[config.mk]
export PLATFORM = sky130hd
export DESIGN_NAME = axi4stream_frame_generator
export DESIGN_NICKNAME = d
export VERILOG_FILES = /design/src/rtl/axi4stream_frame_generator.sv
export SDC_FILE = /design/constraint.sdc
export NUM_CORES = 1
export LEC_CHECK = 0
export ABC_AREA = 1
export CAP_MARGIN = 10
export CORE_ASPECT_RATIO = 1.25
export CORE_MARGIN = 4
export CORE_UTILIZATION = 50
export CTS_CLUSTER_DIAMETER = 60
export CTS_CLUSTER_SIZE = 10
export DETAILED_ROUTE_END_ITERATION = 6
export PLACE_DENSITY = 0.76
export SLEW_MARGIN = 40
export SYNTH_ARGS = -nofsm -noshare
export SYNTH_HDL_FRONTEND = slang
export SYNTH_SLANG_ARGS = --single-unit
[constraint.sdc]
create_clock -name clock_sink_clk -period 2.1 [get_ports clock_sink_clk]
set_clock_uncertainty 0.2 [all_clocks]
set_input_delay 0.21 -clock clock_sink_clk [delete_from_list [all_inputs] [get_ports clock_sink_clk]]
set_output_delay 0.21 -clock clock_sink_clk [all_outputs]
set_load 0.005 [all_outputs]
[src/rtl/axi4stream_frame_generator.sv]
// Generic synchronous FIFO with the head word always presented on head_dat.
// Latency: a word pushed at edge N appears on head_dat from cycle N+1 when the FIFO was empty.
// Backpressure: none internally; the caller never pushes when full or pops when empty.
module frame_gen_fifo #(
    parameter int WIDTH = 24,
    parameter int DEPTH = 2,
    parameter int CNT_W = $clog2(DEPTH + 1)
) (
    input  logic             clk,
    input  logic             rst_n,
    input  logic             push,
    input  logic [WIDTH-1:0] push_dat,
    input  logic             pop,
    output logic [WIDTH-1:0] head_dat,
    output logic [CNT_W-1:0] count
);
    localparam int PTR_W = (DEPTH > 1) ? $clog2(DEPTH) : 1;
    localparam logic [PTR_W-1:0] PTR_LAST = PTR_W'(DEPTH - 1);

    logic [WIDTH-1:0] mem [DEPTH];
    logic [PTR_W-1:0] wr_ptr;
    logic [PTR_W-1:0] rd_ptr;

    // Storage and write pointer; storage is cleared so the head reads 0 out of reset.
    always_ff @(posedge clk or negedge rst_n) begin
        if (!rst_n) begin
            for (int i = 0; i < DEPTH; i++) begin
                mem[i] <= '0;
            end
            wr_ptr <= '0;
        end else if (push) begin
            mem[wr_ptr] <= push_dat;
            wr_ptr      <= (wr_ptr == PTR_LAST) ? '0 : wr_ptr + 1'b1;
        end
    end

    // Read pointer advances on every pop.
    always_ff @(posedge clk or negedge rst_n) begin
        if (!rst_n) begin
            rd_ptr <= '0;
        end else if (pop) begin
            rd_ptr <= (rd_ptr == PTR_LAST) ? '0 : rd_ptr + 1'b1;
        end
    end

    // Occupancy: simultaneous push and pop leave it unchanged.
    always_ff @(posedge clk or negedge rst_n) begin
        if (!rst_n) begin
            count <= '0;
        end else begin
            case ({push, pop})
                2'b10:   count <= count + 1'b1;
                2'b01:   count <= count - 1'b1;
                default: count <= count;
            endcase
        end
    end

    assign head_dat = mem[rd_ptr];

endmodule

// Pixel stream to AXI4-Stream video frame bridge, one frame per start, SOF on first beat, tlast per row.
// Latency: one cycle from sink handshake to tvalid (2-entry buffer).
// Backpressure: tready stalls the buffer; sink_ready drops when buffer full, frame quota taken, or not ACTIVE.
module axi4stream_frame_generator #(
    parameter int TOTAL_COLS = 224,
    parameter int TOTAL_ROWS = 224
) (
    input  logic        clock_sink_clk,
    input  logic        reset_sink_reset_n,
    input  logic [23:0] avalon_streaming_sink_data,
    input  logic        avalon_streaming_sink_valid,
    output logic        avalon_streaming_sink_ready,
    output logic [23:0] axi4stream_master_tdata,
    output logic        axi4stream_master_tvalid,
    input  logic        axi4stream_master_tready,
    output logic [2:0]  axi4stream_master_tuser,
    output logic        axi4stream_master_tlast,
    input  logic        start_flag,
    output logic        frame_busy,
    output logic        frame_done,
    output logic        led_out
);
    localparam int FRAME_BEATS = TOTAL_COLS * TOTAL_ROWS;
    localparam int IN_W  = ($clog2(FRAME_BEATS + 1) > 16) ? $clog2(FRAME_BEATS + 1) : 16;
    localparam int COL_W = (TOTAL_COLS > 1) ? $clog2(TOTAL_COLS) : 1;
    localparam int ROW_W = (TOTAL_ROWS > 1) ? $clog2(TOTAL_ROWS) : 1;
    localparam logic [IN_W-1:0]  IN_LIMIT = IN_W'(FRAME_BEATS);
    localparam logic [COL_W-1:0] COL_LAST = COL_W'(TOTAL_COLS - 1);
    localparam logic [ROW_W-1:0] ROW_LAST = ROW_W'(TOTAL_ROWS - 1);

    typedef enum logic [1:0] {
        ST_IDLE   = 2'd0,
        ST_ACTIVE = 2'd1,
        ST_DONE   = 2'd2
    } state_t;

    state_t           state;
    state_t           state_next;
    logic [IN_W-1:0]  in_cnt;
    logic [COL_W-1:0] col_cnt;
    logic [ROW_W-1:0] row_cnt;
    logic [1:0]       occupancy;
    logic [23:0]      head;
    logic             push;
    logic             pop;
    logic             col_end;
    logic             row_end;
    logic             frame_end;
    logic             start_accept;

    assign push         = avalon_streaming_sink_valid & avalon_streaming_sink_ready;
    assign pop          = axi4stream_master_tvalid & axi4stream_master_tready;
    assign col_end      = (col_cnt == COL_LAST);
    assign row_end      = (row_cnt == ROW_LAST);
    assign frame_end    = pop & col_end & row_end;
    assign start_accept = (state == ST_IDLE) & start_flag;

    frame_gen_fifo #(
        .WIDTH (24),
        .DEPTH (2),
        .CNT_W (2)
    ) u_fifo (
        .clk      (clock_sink_clk),
        .rst_n    (reset_sink_reset_n),
        .push     (push),
        .push_dat (avalon_streaming_sink_data),
        .pop      (pop),
        .head_dat (head),
        .count    (occupancy)
    );

    // Frame state register.
    always_ff @(posedge clock_sink_clk or negedge reset_sink_reset_n) begin
        if (!reset_sink_reset_n) begin
            state <= ST_IDLE;
        end else begin
            state <= state_next;
        end
    end

    // Next-state and state-decoded outputs; the quota term stops the block taking
    // pixels that belong to the next frame.
    always_comb begin
        state_next                  = state;
        frame_busy                  = 1'b0;
        frame_done                  = 1'b0;
        avalon_streaming_sink_ready = 1'b0;
        case (state)
            ST_IDLE: begin
                if (start_flag) begin
                    state_next = ST_ACTIVE;
                end
            end
            ST_ACTIVE: begin
                frame_busy                  = 1'b1;
                avalon_streaming_sink_ready = (occupancy < 2'd2) & (in_cnt < IN_LIMIT);
                if (frame_end) begin
                    state_next = ST_DONE;
                end
            end
            ST_DONE: begin
                frame_done = 1'b1;
                state_next = ST_IDLE;
            end
            default: begin
                state_next = ST_IDLE;
            end
        endcase
    end

    // Input quota counter: restarts with each frame, back to 0 once the frame completes.
    always_ff @(posedge clock_sink_clk or negedge reset_sink_reset_n) begin
        if (!reset_sink_reset_n) begin
            in_cnt <= '0;
        end else if (start_accept || frame_end) begin
            in_cnt <= '0;
        end else if (push) begin
            in_cnt <= in_cnt + 1'b1;
        end
    end

    // Output raster position, advanced per transferred beat.
    always_ff @(posedge clock_sink_clk or negedge reset_sink_reset_n) begin
        if (!reset_sink_reset_n) begin
            col_cnt <= '0;
            row_cnt <= '0;
        end else if (pop) begin
            if (col_end) begin
                col_cnt <= '0;
                row_cnt <= row_end ? '0 : row_cnt + 1'b1;
            end else begin
                col_cnt <= col_cnt + 1'b1;
            end
        end
    end

    // Frame indicator LED flips once per completed frame.
    always_ff @(posedge clock_sink_clk or negedge reset_sink_reset_n) begin
        if (!reset_sink_reset_n) begin
            led_out <= 1'b0;
        end else if (state == ST_DONE) begin
            led_out <= ~led_out;
        end
    end

    assign axi4stream_master_tvalid = (occupancy != 2'd0);
    assign axi4stream_master_tdata  = head;
    assign axi4stream_master_tuser  = {2'b00, axi4stream_master_tvalid & (col_cnt == '0) & (row_cnt == '0)};
    assign axi4stream_master_tlast  = axi4stream_master_tvalid & col_end;

endmodule

* Word level (Yosys, flattened, before mapping)
Cells that the tools add are included.
** Word-level totals
- Register bits :: 87
- Bits of input ports :: 29
- Output and inout bits :: 33
- Word-level logic and storage cells :: 71
** Operators by class
- Add/subtract/negate cells :: 7
- Order comparisons :: 5
- Equal/unequal tests :: 8
- Multiplexer cells :: 19
- Bitwise logic cells :: 12
- Reductions and logical operators :: 10
** Operators with widths (number)
- $mux 24 :: 4
- $bwmux 48 :: 1
- $mux 16 :: 2
- $demux 24 s1 :: 1
- $add 16x1->16 const B :: 1
- $add 8x1->8 const B :: 2
- $eq 8x8->1 const B :: 2
- $logic_not 8->1 :: 2
- $lt 16x16->1 const B :: 1
- $mux 8 :: 2
- $and 1x1->1 :: 9
- $pmux 2 s2 :: 2
- $reduce_bool 2->1 :: 3
- $mux 1 :: 5
- $eq 2x1->1 const B :: 2
- $eq 2x2->1 const B :: 2
- $ge 2x2->1 const B :: 2
- $mux 2 :: 2
- $ne 2x2->1 const B :: 2
- $not 1->2 :: 2
- $reduce_and 2->1 :: 2
- $add 1x1->1 const B :: 2
- $add 2x1->2 const B :: 1
- $logic_not 2->1 :: 1
- 6 further kinds :: 6

* Logic depth before layout (Yosys ltp)
Gate-level depths: netlist (run 1).
- Depth in word-level cells :: 6
- Mapped depth :: 11
- Gate-level depth less buffers :: 9

* Cells and area by module
A second synthesis (run 1) with hierarchy kept.
** Unflattened totals
- Cell total of the unflattened synthesis :: 572
- Area, all modules :: 4431.8 um2
** By module, submodules not included
- frame_gen_fifo :: times used 1, cells each 277, area an instance 2306.0 um2, seq. area each 1301.2 um2
- axi4stream_frame_generator :: times used 1, cells each 295, area an instance 2125.8 um2, seq. area each 875.8 um2

* Least setup slack after synthesis (run 1)
OpenSTA, ideal clock, no wires.
- Kind :: reg2reg
- Start point :: register in_cnt[10]
- End point :: register u_fifo.count[1]
- Setup time :: 0.125 ns
- Arrival :: 1.664 ns
- Data required time :: 1.775 ns
- Path slack :: 0.111 ns
- Cell stages (with the launch flop) :: 11
- Path buffers :: 2
- Period minus slack after synthesis :: 1.989 ns
- Cells stage by stage :: dfrtp_1 nor2_1 nand2_1 nand2_1 nand3_2 buf_6 buf_2 ha_1 a21oi_1 o21ai_0 xnor2_1
** On the way
- Word-level cells in the longest chain between the ends :: 6
- Elaborated cells on any way between the ends :: 8
- Those cells by class :: order compare: 1; eq/ne: 2; mux: 2; bitwise: 2; reduce/logical: 1
** RTL lines
- from (decl) :: line 101 : logic [IN_W-1:0] in_cnt;
- from (signal assigned) :: line 180 : in_cnt <= in_cnt + 1'b1;
- $lt 16x16->1 (*) :: line 158 : avalon_streaming_sink_ready = (occupancy < 2'd2) & (in_cnt < IN_LIMIT);
- $and 1x1->1 (*) :: line 158
- $mux 1 (*) :: line 150 : case (state)
- $and 1x1->1 (*) :: line 113 : assign push = avalon_streaming_sink_valid & avalon_streaming_sink_ready;
- $eq 2x1->1 / $eq 2x2->1 (equally long branches) :: line 51 : case ({push, pop})
- $pmux 2 s2 / $reduce_bool 2->1 (equally long branches)
- to (signal assigned) :: line 52 : 2'b10: count <= count + 1'b1;
- to (signal assigned) :: line 53 : 2'b01: count <= count - 1'b1;
- to (signal assigned) :: line 54 : default: count <= count;
- to (decl) :: line 15 : output logic [CNT_W-1:0] count
Every way passes the cells marked *; elsewhere a longest branch is shown, timed or not.
A chain may end at the register's enable or synchronous reset.

* Final worst setup path (run 1)
- Start point :: register u_fifo.rd_ptr
- End point :: output port axi4stream_master_tdata[23]
** On the way
- Word-level cells in the longest chain between the ends :: 4
** RTL lines
- from (decl) :: line 22 : logic [PTR_W-1:0] rd_ptr;
- from (signal assigned) :: line 42 : rd_ptr <= (rd_ptr == PTR_LAST) ? '0 : rd_ptr + 1'b1;
- $not 1->2 (not written as such) :: line 59 : assign head_dat = mem[rd_ptr];
- $mux 24 (not written as such) (3 in series) :: line 59
- to (decl) :: line 75 : output logic [23:0] axi4stream_master_tdata,
Every way passes these cells. The select of a mux whose other input is x is not followed.

==> load_flow_metrics.sql, run 1 <==
INSERT INTO impl_metrics (metric_group, metric, value, unit) VALUES
('floorplan', 'boundaryPins', '62', ''),
('floorplan', 'die_area', '0.0105', 'mm²'),
('worst_setup_path', 'worst_setup_path_start_kind', 'register', ''),
('grt', 'total_overflow_reported_by_the_global_router', '0', ''),
('floorplan', 'initial_utilization', '0.512', ''),
('yosys', 'ys_warn_count', '0', ''),
('yosys', 'postSynth.asyncResetShare', '1.00', ''),
('finish', 'finish.net_count', '678', ''),
('finish', 'area_growth', '24.4', '%'),
('timing', 'finalHoldViolCount', '0', ''),
('yosys', 'synth_top_area_cell', 'sky130_fd_sc_hd__dfrtp_1', ''),
('timing', 'final_setup_violating_endpoints', '0', ''),
('finish', 'insertedDiodeCount', '0', ''),
('drt', 'drt-met1-wl', '4340', 'µm'),
('timing', 'fin_crit', '2.05', 'ns'),
('drt', 'dr.first_iter.drc_count', '243', ''),
('yosys', 'synth_top_flop_cell', 'sky130_fd_sc_hd__dfrtp_1', ''),
('placement', 'placement.io_buffers', '59', ''),
('worst_setup_path', 'worst_ep_arrival_time', '1.64', 'ns'),
('yosys', 'postSynthRegisterBits', '87', ''),
('worst_setup_path', 'critPathMaxStageDelay', '0.49', 'ns'),
('floorplan', 'core_area', '0.00870', 'mm²'),
('floorplan', 'placement_rows', '38', ''),
('grt', 'antenna_violations_before_repair', '0', ''),
('yosys', 'synth_top_family_by_area', 'simple AND/OR/NAND/NOR gates', ''),
('yosys', 'synthesis.instances', '571', ''),
('yosys', 'synthSimpleGateAreaFrac', '0.292', ''),
('worst_setup_path', 'cell_chain_critical_path', 'inv_4 -> clkbuf_16 -> nand2_1 -> nand2_1 -> clkdlybuf4s50_1', ''),
('yosys', 'synth.avg_cell_area', '7.80', 'µm²'),
('drt', 'met3_length', '446', 'µm'),
('drt', 'vias_per_cell', '4.95', ''),
('clock_network', 'h-tree-depth', '3', ''),
('grt', 'grt_max_degree', '50', ''),
('timing', 'slew_viol_final', '0', ''),
('timing', 'min_period_over_period', '0.978', ''),
('pwr', 'power_report.internal_total', '0.00413', 'W'),
('worst_setup_path', 'critical-path-top-cell-by-count', 'sky130_fd_sc_hd__nand2_1', ''),
('yosys', 'netlist-cell-type-count', '34', ''),
('drt', 'dr.pass1.iters', '5', ''),
('clock_network', 'cts.clk_slew.worst_paths', '0.08', 'ns'),
('status', 'status', 'completed', ''),
('worst_setup_path', 'timing_worst_setup_path_type', 'reg2out', ''),
('placement', 'postPlaceCellArea', '0.00516', 'mm²'),
('grt', 'groute.usage.overall', '0.191', ''),
('worst_setup_path', 'cp-endpoint', 'axi4stream_master_tdata[23]', ''),
('clock_network', 'cts_sinks', '87', ''),
('yosys', 'synth_sequential_area_ratio', '0.489', ''),
('placement', 'placedCellCount', '743', ''),
('pwr', 'p_clk_frac', '0.168', ''),
('clock_network', 'clk_path_buf_depth', '2', ''),
('yosys', 'post_synth_mux_area_share', '0', ''),
('worst_setup_path', 'critical_path.reg2reg.startpoint', 'in_cnt[12]', ''),
('timing', 'fmaxAchievable', '487', 'MHz'),
('worst_setup_path', 'crit_slowest_cell', 'sky130_fd_sc_hd__clkdlybuf4s50_1', ''),
('worst_setup_path', 'r2r_setup_slack', '0.18', 'ns'),
('yosys', 'synth_compound_gate_area_share', '0.0865', ''),
('timing', 'timing.max_slew.rel_slack', '0.608', ''),
('pwr', 'power_leakage', '3.04', 'nW'),
('clock_network', 'clkLatencyLatePin', '0.37', 'ns'),
('yosys', 'yosys.area_share.adder', '0.0169', ''),
('timing', 'finalWorstSetupSlack', '0.0458', 'ns'),
('grt', 'first_global_vias', '3651', ''),
('yosys', 'synth.cell_area', '0.00445', 'mm²'),
('yosys', 'synth_xor_area_frac', '0.0177', ''),
('worst_setup_path', 'setup.worst_path.start', 'u_fifo.rd_ptr', ''),
('finish', 'design_area', '0.00554', 'mm²'),
('placement', 'gp_congestion', '0.845', ''),
('drt', 'drt-wirelength-per-cell', '12.6', 'µm'),
('yosys', 'synth.area.top_cells', 'sky130_fd_sc_hd__dfrtp_1 49%, sky130_fd_sc_hd__nand2_1 17%, sky130_fd_sc_hd__inv_1 5.6%', ''),
('clock_network', 'cts_tree', 'done', ''),
('worst_setup_path', 'worst_r2r_endpoint', 'u_fifo.mem[39]', '');
## power groups by stage
| stage | combinational, W | sequential, W | clock (W) |
|---|---|---|---|
| floorplan | 0.00166 | 0.00261 | 0 |
| global placement | 0.00258 | 0.00268 | 0 |
| detailed placement | 0.00267 | 0.00270 | 0 |
| CTS | 0.00275 | 0.00267 | 0.00113 |
| global route | 0.00313 | 0.00276 | 0.00121 |
| finish | 0.00279 | 0.00268 | 0.00111 |
## flip-flops by register name (all words and copies together), names as in the netlist
| register | cells |
|---|---|
| row_cnt | 8 |
| u_fifo.mem | 48 |
| u_fifo.rd_ptr | 1 |
| u_fifo.count | 2 |
| col_cnt | 8 |
| u_fifo.wr_ptr | 1 |
| state | 2 |
| led_out | 1 |
| in_cnt | 16 |
## timing repair
| action | in CTS | in global routing |
|---|---|---|
| hold buffers | 1 | 0 |
| gates resized for setup | 12 | 32 |
| hold endpoints to repair | 87 | 0 |
| setup buffers | 2 | 5 |
| gates cloned | 0 | 1 |
| setup endpoints to repair | 22 | 34 |
| pin swaps | 2 | 1 |
## per-stage QoR
step                power (W)  utilization
finish                0.00658        0.636
detailed placement    0.00537        0.593
global placement      0.00526        0.593
CTS                   0.00655        0.621
global route          0.00710        0.636
floorplan             0.00426            -
## cell type report
type,count,area (µm²)
multi-input cells,393,1870
inverters,70,273
flip-flops and latches,87,2180
repair buffers,82,878
clock buffers,12,155
clock inverters,4,30.0
fillers,756,3160
well taps,120,150
## critical path, delay by kind of cell, from the launching register on
kind	cells	cell delay, ns
DFF	1	0.45
and+or+nand+nor	2	0.10
buffers and inverters	3	0.73
## synthesized netlist by cell type (3+ instances only)
cell / n
sky130_fd_sc_hd__ha_1: 6
sky130_fd_sc_hd__o21ai_0: 26
sky130_fd_sc_hd__xor2_1: 6
sky130_fd_sc_hd__dfrtp_1: 87
sky130_fd_sc_hd__o21ai_2: 11
sky130_fd_sc_hd__nand4_1: 9
sky130_fd_sc_hd__a21oi_1: 6
sky130_fd_sc_hd__xnor2_1: 3
sky130_fd_sc_hd__nor2_1: 46
sky130_fd_sc_hd__clkbuf_1: 6
sky130_fd_sc_hd__nand2_2: 3
sky130_fd_sc_hd__nand2_1: 198
sky130_fd_sc_hd__o21ai_1: 23
sky130_fd_sc_hd__inv_1: 67
sky130_fd_sc_hd__nand3_1: 33
sky130_fd_sc_hd__nor3_1: 8
sky130_fd_sc_hd__buf_2: 5
sky130_fd_sc_hd__buf_6: 7
## how the worst min path moves through the flow
stage,from,end,slack (ns),cells past startpoint
2_1_floorplan,reset_sink_reset_n,col_cnt[0],-0.29,0
3_3_place_gp,reset_sink_reset_n,u_fifo.mem[31],-0.05,1
3_5_place_dp,reset_sink_reset_n,u_fifo.mem[31],-0.05,1
4_1_cts,reset_sink_reset_n,u_fifo.mem[31],0.10,2
5_1_grt,reset_sink_reset_n,u_fifo.mem[16],0.12,2
6_report,reset_sink_reset_n,u_fifo.mem[31],0.09,2
## kinds of logic (layout without fill, tap and decap cells)
| group | Yosys count | in the layout |
|---|---|---|
| other | 1 | 2 |
| and+or+nand+nor | 308 | 308 |
| buffers and inverters | 92 | 168 |
| DFF | 87 | 87 |
| adders and majority gates | 6 | 6 |
| xor gates and xnor gates | 9 | 9 |
| AOI/OAI and AO/OA | 68 | 68 |
## per-layer routing
layer,track usage,vias to the layer above
li1,-,1923
met1,0.243,1777
met2,0.321,88
met3,0.0376,15
met4,0.0733,0
met5,0,-
(Power assumes the default switching activity.)
==> run 2, diff against run 1 <==
--- a/config.mk
+++ b/config.mk
@@ -8,7 +8,6 @@
 export ABC_AREA = 1
 export CAP_MARGIN = 10
 export CORE_ASPECT_RATIO = 1.25
-export CORE_MARGIN = 4
 export CORE_UTILIZATION = 50
 export CTS_CLUSTER_DIAMETER = 60
 export CTS_CLUSTER_SIZE = 10
==> load_flow_metrics.sql, run 2 (synthesis gave the netlist of run 1 again) <==
INSERT INTO impl_metrics (metric_group, metric, value, unit) VALUES
('clock_network', 'clk_path_buf_depth', '2', ''),
('worst_setup_path', 'worst_ep_arrival_time', '1.64', 'ns'),
('grt', 'grt_max_degree', '50', ''),
('grt', 'grt_pass1_wl', '15800', 'µm'),
('timing', 'slew_viol_final', '0', ''),
('worst_setup_path', 'crit_slowest_cell', 'sky130_fd_sc_hd__clkdlybuf4s50_1', ''),
('finish', 'nFillCells', '782', ''),
('pwr', 'vdd.ir_drop.worst', '0.554', 'mV'),
('grt', 'groute.usage.overall', '0.216', ''),
('timing', 'min_period_over_period', '0.975', ''),
('timing', 'finalWorstSetupSlack', '0.0517', 'ns'),
('timing', 'fin_setup_tns', '0', 'ns'),
('drt', 'drt-wirelength-per-cell', '12.8', 'µm'),
('timing', 'final_setup_violating_endpoints', '0', ''),
('clock_network', 'h-tree-depth', '3', ''),
('timing', 'fin_crit', '2.05', 'ns'),
('pwr', 'power.density_cell_area', '1200', 'mW/mm²'),
('finish', 'design_area', '0.00548', 'mm²'),
('grt', 'global_route.peak_usage_layer', 'met2', ''),
('floorplan', 'placement_rows', '38', ''),
('clock_network', 'clkLatencyLatePin', '0.36', 'ns'),
('drt', 'detail_route.wirelength', '9820', 'µm'),
('floorplan', 'boundaryPins', '62', ''),
('floorplan', 'die_w', '86.4', 'µm'),
('grt', 'antenna_violations_before_repair', '0', ''),
('grt', 'global_routing_met2_resource_utilization', '0.373', ''),
('finish', 'largest_register_ff_count', '48', ''),
('timing', 'finalHoldViolCount', '0', ''),
('placement', 'placedCellCount', '740', ''),
('drt', 'vias_per_cell', '5.02', ''),
('placement', 'postPlaceCellArea', '0.00517', 'mm²'),
('drt', 'dr.pass1.iters', '5', ''),
('placement', 'placement.io_buffers', '59', ''),
('finish', 'finish.net_count', '676', ''),
('clock_network', 'clock-root-buffer', 'sky130_fd_sc_hd__clkbuf_8', ''),
('grt', 'total_overflow_reported_by_the_global_router', '0', ''),
('job', 'drv.max_cap_violation_count', '0', ''),
('finish', 'register_with_the_most_flip_flops', 'u_fifo.mem', ''),
('clock_network', 'cts_tree', 'done', ''),
('floorplan', 'core_area', '0.00865', 'mm²'),
('worst_setup_path', 'critPathMaxStageDelay', '0.49', 'ns'),
('placement', 'placement.setup.worst_slack', '0.0754', 'ns'),
('clock_network', 'cts.clk_slew.worst_paths', '0.09', 'ns'),
('drt', 'dr.first_iter.drc_count', '215', ''),
('finish', 'final_cell_mix', '197 x sky130_fd_sc_hd__nand2_1, 85 x sky130_fd_sc_hd__dfrtp_1, 66 x sky130_fd_sc_hd__inv_1', ''),
('worst_setup_path', 'timing_worst_setup_path_type', 'reg2out', ''),
('worst_setup_path', 'timing.critical_path.required', '1.69', 'ns'),
('worst_setup_path', 'worst_setup_path_start_kind', 'register', ''),
('pwr', 'power_leakage', '2.88', 'nW'),
('worst_setup_path', 'crit_path_max_fanout', '5', ''),
('timing', 'worst_pin_slew', '0.565', 'ns'),
('placement', 'gp_congestion', '0.892', ''),
('floorplan', 'die_area', '0.00929', 'mm²'),
('timing', 'fmaxAchievable', '488', 'MHz'),
('drt', 'route.vias.total', '3837', ''),
('worst_setup_path', 'crit_path_end_kind', 'primary output', ''),
('grt', 'global_route.usage.met1', '0.262', ''),
('clock_network', 'cts_sinks', '87', ''),
('worst_setup_path', 'r2r_setup_slack', '0.08', 'ns'),
('grt', 'first_global_vias', '3727', ''),
('finish', 'area_growth', '23.1', '%'),
('clock_network', 'tritoncts.num_buffers', '9', ''),
('worst_setup_path', 'cp_num_buf_inv', '3', ''),
('finish', 'insertedDiodeCount', '0', ''),
('worst_setup_path', 'timing.critical_path.max_delay_family', 'buffers and inverters', ''),
('timing', 'timing.max_slew.rel_slack', '0.621', ''),
('grt', 'global_route.usage.met3', '0.0368', ''),
('drt', 'ant_nets', '0', ''),
('placement', 'hpwl_after_detailed_placement', '6340', 'µm'),
('worst_setup_path', 'setup.worst_path.start', 'u_fifo.rd_ptr', ''),
('min_path', 'hold_path_class', 'in2async', ''),
('finish', 'drive_gt1_frac', '0.109', ''),
('floorplan', 'floorplan.die.height', '108', 'µm'),
('worst_setup_path', 'cell_chain_critical_path', 'clkinv_4 -> clkbuf_16 -> nand2_1 -> nand2_1 -> clkdlybuf4s50_1', ''),
('floorplan', 'initial_utilization', '0.515', ''),
('finish', 'multiInputGateArea', '0.00187', 'mm²'),
('worst_setup_path', 'critical-path-top-cell-by-count', 'sky130_fd_sc_hd__nand2_1', ''),
('finish', 'most_frequent_standard_cell_in_the_layout_excluding_fill_and_tap_cells', 'sky130_fd_sc_hd__nand2_1', ''),
('finish', 'register_area', '0.00218', 'mm²'),
('finish', 'biggestRegsByFlops', 'u_fifo.mem (48), in_cnt (16)', ''),
('drt', 'drt_drc_violations_left', '0', ''),
('worst_setup_path', 'critical_path.reg2reg.startpoint', 'in_cnt[12]', ''),
('status', 'status', 'completed', ''),
('finish', 'post_layout_nonfiller_instances', '764', '');
## run 2: what timing repair did
action | CTS | global route
cloned | 0 | 3
hold buffers | 1 | 0
setup endpoints to repair | 23 | 25
hold endpoints to repair | 68 | 0
resized for setup | 19 | 16
setup buffers | 1 | 5
pin swaps | 0 | 2
## run 2: path summary, 6_finish.rpt
check,endpoint,depth (start not counted)
max in group asynchronous,in_cnt[2],3
worst max register to register,u_fifo.mem[30],6
worst max-delay path,axi4stream_master_tdata[9],5
worst min register to register,led_out,1
min in group clock_sink_clk,u_fifo.mem[9],3
worst min-delay path,u_fifo.mem[32],2
## run 2: layer usage
metal,part of all wire,vias to the layer above
met1,0.43,1797
li1,-,1918
met3,0.044,13
met5,0,-
met4,0.017,0
met2,0.50,109
## run 2: through the flow
stage | hold slack, ns | total power (W) | utilization
2_1_floorplan | -0.286 | 0.00426 | -
3_3_place_gp | -0.00733 | 0.00529 | 0.597
3_5_place_dp | -0.0000444 | 0.00540 | 0.597
4_1_cts | 0.143 | 0.00633 | 0.617
5_1_grt | 0.188 | 0.00710 | 0.634
6_report | 0.147 | 0.00656 | 0.634
## run 2: final cells by class
cell class                 count  share of cell area
inverter                      70              0.0502
timing repair buffer          80               0.156
clock buffer                  10              0.0233
sequential                    87               0.398
clock inverter                 4             0.00456
tap                          120              0.0274
multi-input combinational    393               0.341
## run 2: where the power goes
part           internal, W  leakage, nW  switching [W]
Sequential         0.00228         1.06       0.000443
Clock             0.000413       0.0740       0.000574
Combinational      0.00140         1.74        0.00146
Total              0.00409         2.88        0.00247
==> run 3, diff against run 2 <==
--- a/config.mk
+++ b/config.mk
@@ -12,7 +12,7 @@
 export CTS_CLUSTER_DIAMETER = 60
 export CTS_CLUSTER_SIZE = 10
 export DETAILED_ROUTE_END_ITERATION = 6
-export PLACE_DENSITY = 0.76
+export PLACE_DENSITY = 0.77
 export SLEW_MARGIN = 40
 export SYNTH_ARGS = -nofsm -noshare
 export SYNTH_HDL_FRONTEND = slang
==> constraint.sdc (replaced) <==
create_clock -name clock_sink_clk -period 1.7 [get_ports clock_sink_clk]
set_clock_uncertainty 0.2 [all_clocks]
set_input_delay 0.17 -clock clock_sink_clk [delete_from_list [all_inputs] [get_ports clock_sink_clk]]
set_output_delay 0.17 -clock clock_sink_clk [all_outputs]
set_load 0.005 [all_outputs]
==> load_flow_metrics.sql, run 3 (synthesis gave the netlist of run 1 again) <==
INSERT INTO impl_metrics (metric_group, metric, value, unit) VALUES
('pwr', 'power.density_cell_area', '1600', 'mW/mm²'),
('grt', 'grt_pass1_wl', '22100', 'µm'),
('worst_setup_path', 'worst_setup_path_start_kind', 'register', ''),
('placement', 'placement.io_buffers', '59', ''),
('worst_setup_path', 'critical-path-top-cell-by-count', 'sky130_fd_sc_hd__buf_6', ''),
('finish', 'final_cell_mix', '102 x sky130_fd_sc_hd__nand2_1, 86 x sky130_fd_sc_hd__dfrtp_1, 65 x sky130_fd_sc_hd__buf_4', ''),
('grt', 'grt_max_degree', '36', ''),
('drt', 'ant_nets', '0', ''),
('timing', 'timing.max_slew.rel_slack', '0.641', ''),
('drt', 'vias_per_cell', '5.61', ''),
('drt', 'drt-met1-wl', '5670', 'µm'),
('floorplan', 'core_area', '0.00865', 'mm²'),
('drt', 'dr.pass1.iters', '5', ''),
('timing', 'min_period_over_period', '1.16', ''),
('timing', 'finalWorstSetupSlack', '-0.276', 'ns'),
('placement', 'gp_congestion', '0.850', ''),
('clock_network', 'cts_tree', 'done', ''),
('worst_setup_path', 'r2r_setup_slack', '-0.28', 'ns'),
('finish', 'largest_register_ff_count', '48', ''),
('floorplan', 'die_area', '0.00929', 'mm²'),
('grt', 'antenna_violations_before_repair', '0', ''),
('finish', 'drive_gt1_frac', '0.485', ''),
('finish', 'register_with_the_most_flip_flops', 'u_fifo.mem', ''),
('timing', 'grt_setup_unrepaired', 'true', ''),
('pwr', 'p_clk_frac', '0.141', ''),
('clock_network', 'clkLatencyLatePin', '0.36', 'ns'),
('worst_setup_path', 'worst_ep_arrival_time', '2.03', 'ns'),
('floorplan', 'placement_rows', '38', ''),
('drt', 'detail_route.wirelength', '16600', 'µm'),
('timing', 'fmaxAchievable', '506', 'MHz'),
('clock_network', 'cts_sinks', '87', ''),
('floorplan', 'floorplan.die.height', '108', 'µm'),
('floorplan', 'die_w', '86.4', 'µm'),
('finish', 'final_core_utilization', '0.847', ''),
('worst_setup_path', 'timing_worst_setup_path_type', 'reg2reg', ''),
('pwr', 'vdd.ir_drop.worst', '1.12', 'mV'),
('worst_setup_path', 'crit_slowest_cell', 'sky130_fd_sc_hd__dfrtp_1', ''),
('pwr', 'power', '0.0118', 'W'),
('timing', 'worst_pin_slew', '0.538', 'ns'),
('timing', 'fin_crit', '1.98', 'ns'),
('timing', 'final_setup_violating_endpoints', '99', ''),
('grt', 'first_global_vias', '4808', ''),
('grt', 'groute.usage.overall', '0.312', ''),
('pwr', 'switching_power', '0.00487', 'W'),
('timing', 'hold_ws', '0.0548', 'ns'),
('status', 'status', 'complete, but fails checks', ''),
('min_path', 'hold_path_class', 'in2async', ''),
('clock_network', 'tritoncts.num_buffers', '9', ''),
('worst_setup_path', 'crit_path_max_fanout', '6', ''),
('finish', 'post_layout_nonfiller_instances', '869', ''),
('drt', 'drt-wirelength-per-cell', '19.1', 'µm'),
('worst_setup_path', 'timing.critical_path.required', '1.75', 'ns'),
('placement', 'placedCellCount', '797', ''),
('worst_setup_path', 'critPathMaxStageDelay', '0.40', 'ns'),
('finish', 'insertedDiodeCount', '0', ''),
('floorplan', 'initial_utilization', '0.515', ''),
('pwr', 'power_leakage', '3.68', 'nW'),
('drt', 'dr.first_iter.drc_count', '267', ''),
('grt', 'total_overflow_reported_by_the_global_router', '0', ''),
('timing', 'fin_setup_tns', '-13.64', 'ns'),
('drt', 'route.vias.total', '4873', ''),
('status', 'violations_in_the_final_reports', 'negative setup slack', ''),
('finish', 'most_frequent_standard_cell_in_the_layout_excluding_fill_and_tap_cells', 'sky130_fd_sc_hd__nand2_1', ''),
('pwr', 'swShare', '0.415', ''),
('clock_network', 'clock-root-buffer', 'sky130_fd_sc_hd__clkbuf_8', ''),
('finish', 'biggestRegsByFlops', 'u_fifo.mem (48), in_cnt (16)', ''),
('job', 'drv.max_cap_violation_count', '0', ''),
('drt', 'met3_length', '1180', 'µm'),
('drt', 'drt_drc_violations_left', '0', ''),
('drt', 'top_layer', 'met4', ''),
('pwr', 'power.share.sequential', '0.315', ''),
('finish', 'area_growth', '64.6', '%'),
('timing', 'slew_viol_final', '0', ''),
('placement', 'hpwl_after_detailed_placement', '7100', 'µm'),
('floorplan', 'boundaryPins', '62', ''),
('pwr', 'pwr-share-comb', '0.544', ''),
('worst_setup_path', 'cell_chain_critical_path', 'nor2_2 -> nand2_1 -> nand2_2 -> nand3_4 -> buf_6 -> buf_6 -> or2_4 -> o21ai_1', ''),
('timing', 'finalHoldViolCount', '0', ''),
('clock_network', 'h-tree-depth', '3', ''),
('finish', 'finish.net_count', '779', ''),
('clock_network', 'clk_path_buf_depth', '2', ''),
('worst_setup_path', 'crit_path_end_kind', 'register', ''),
('clock_network', 'cts.clk_slew.worst_paths', '0.09', 'ns'),
('pwr', 'power_report.internal_total', '0.00688', 'W'),
('drt', 'dr_wl_met2', '8740', 'µm');
==> run 3: power groups by stage <==
stage	combinational [W]	clock, W	sequential (W)
floorplan	0.00208	0	0.00322
global placement	0.00379	0	0.00325
detailed placement	0.00394	0	0.00330
CTS	0.00530	0.00166	0.00339
global route	0.00681	0.00174	0.00374
finish	0.00640	0.00165	0.00371
==> run 3: final cells by class <==
cell class	instances	area, µm²
Multi-Input combinational cell	400	2670
Sequential cell	87	2180
Timing Repair Buffer	176	1800
Fill cell	411	1320
Inverter	70	305
Tap cell	120	150
Clock buffer	12	145
Clock inverter	4	77.6
==> run 3: critical path: cells and delay by family (launching register included) <==
kind	cells	cell delay, ns
buffers and inverters	2	0.26
DFF	1	0.40
and+or+nand+nor	5	0.73
AOI/OAI and AO/OA	1	0.28
==> run 3: metal layers <==
metal	GRT usage	vias up
met5	0	-
met2	0.583	268
met4	0.174	0
li1	-	2141
met1	0.320	2378
met3	0.0644	86
==> run 3: per-stage QoR <==
| step | area, µm² | setup WS (ns) |
|---|---|---|
| 2_1_floorplan | 4480 | -0.109 |
| 3_3_place_gp | 5640 | -0.166 |
| 3_5_place_dp | 5640 | -0.240 |
| 4_1_cts | 6730 | -0.214 |
| 5_1_grt | 7330 | -0.306 |
| 6_report | 7330 | -0.276 |
==> run 3: worst paths after layout <==
check                                                 start        endpoint  cells past startpoint
min in group clock_sink_clk  avalon_streaming_sink_data[22]  u_fifo.mem[22]                      3
max in group asynchronous                reset_sink_reset_n   u_fifo.rd_ptr                      3
hold reg to reg                                     led_out         led_out                      1
setup / recovery                                 in_cnt[11]  u_fifo.mem[47]                      8
setup reg to reg                                 in_cnt[11]  u_fifo.mem[47]                      8
hold / removal                           reset_sink_reset_n  u_fifo.mem[10]                      2
==> run 3: timing repair <==
action,4_1_cts,5_1_grt
gates resized for setup,243,191
buffers inserted,35,19
endpoints found under the hold margin,87,0
endpoints found under the setup margin,105,111
hold buffers,1,0
pin swaps,34,56
gates cloned,15,5
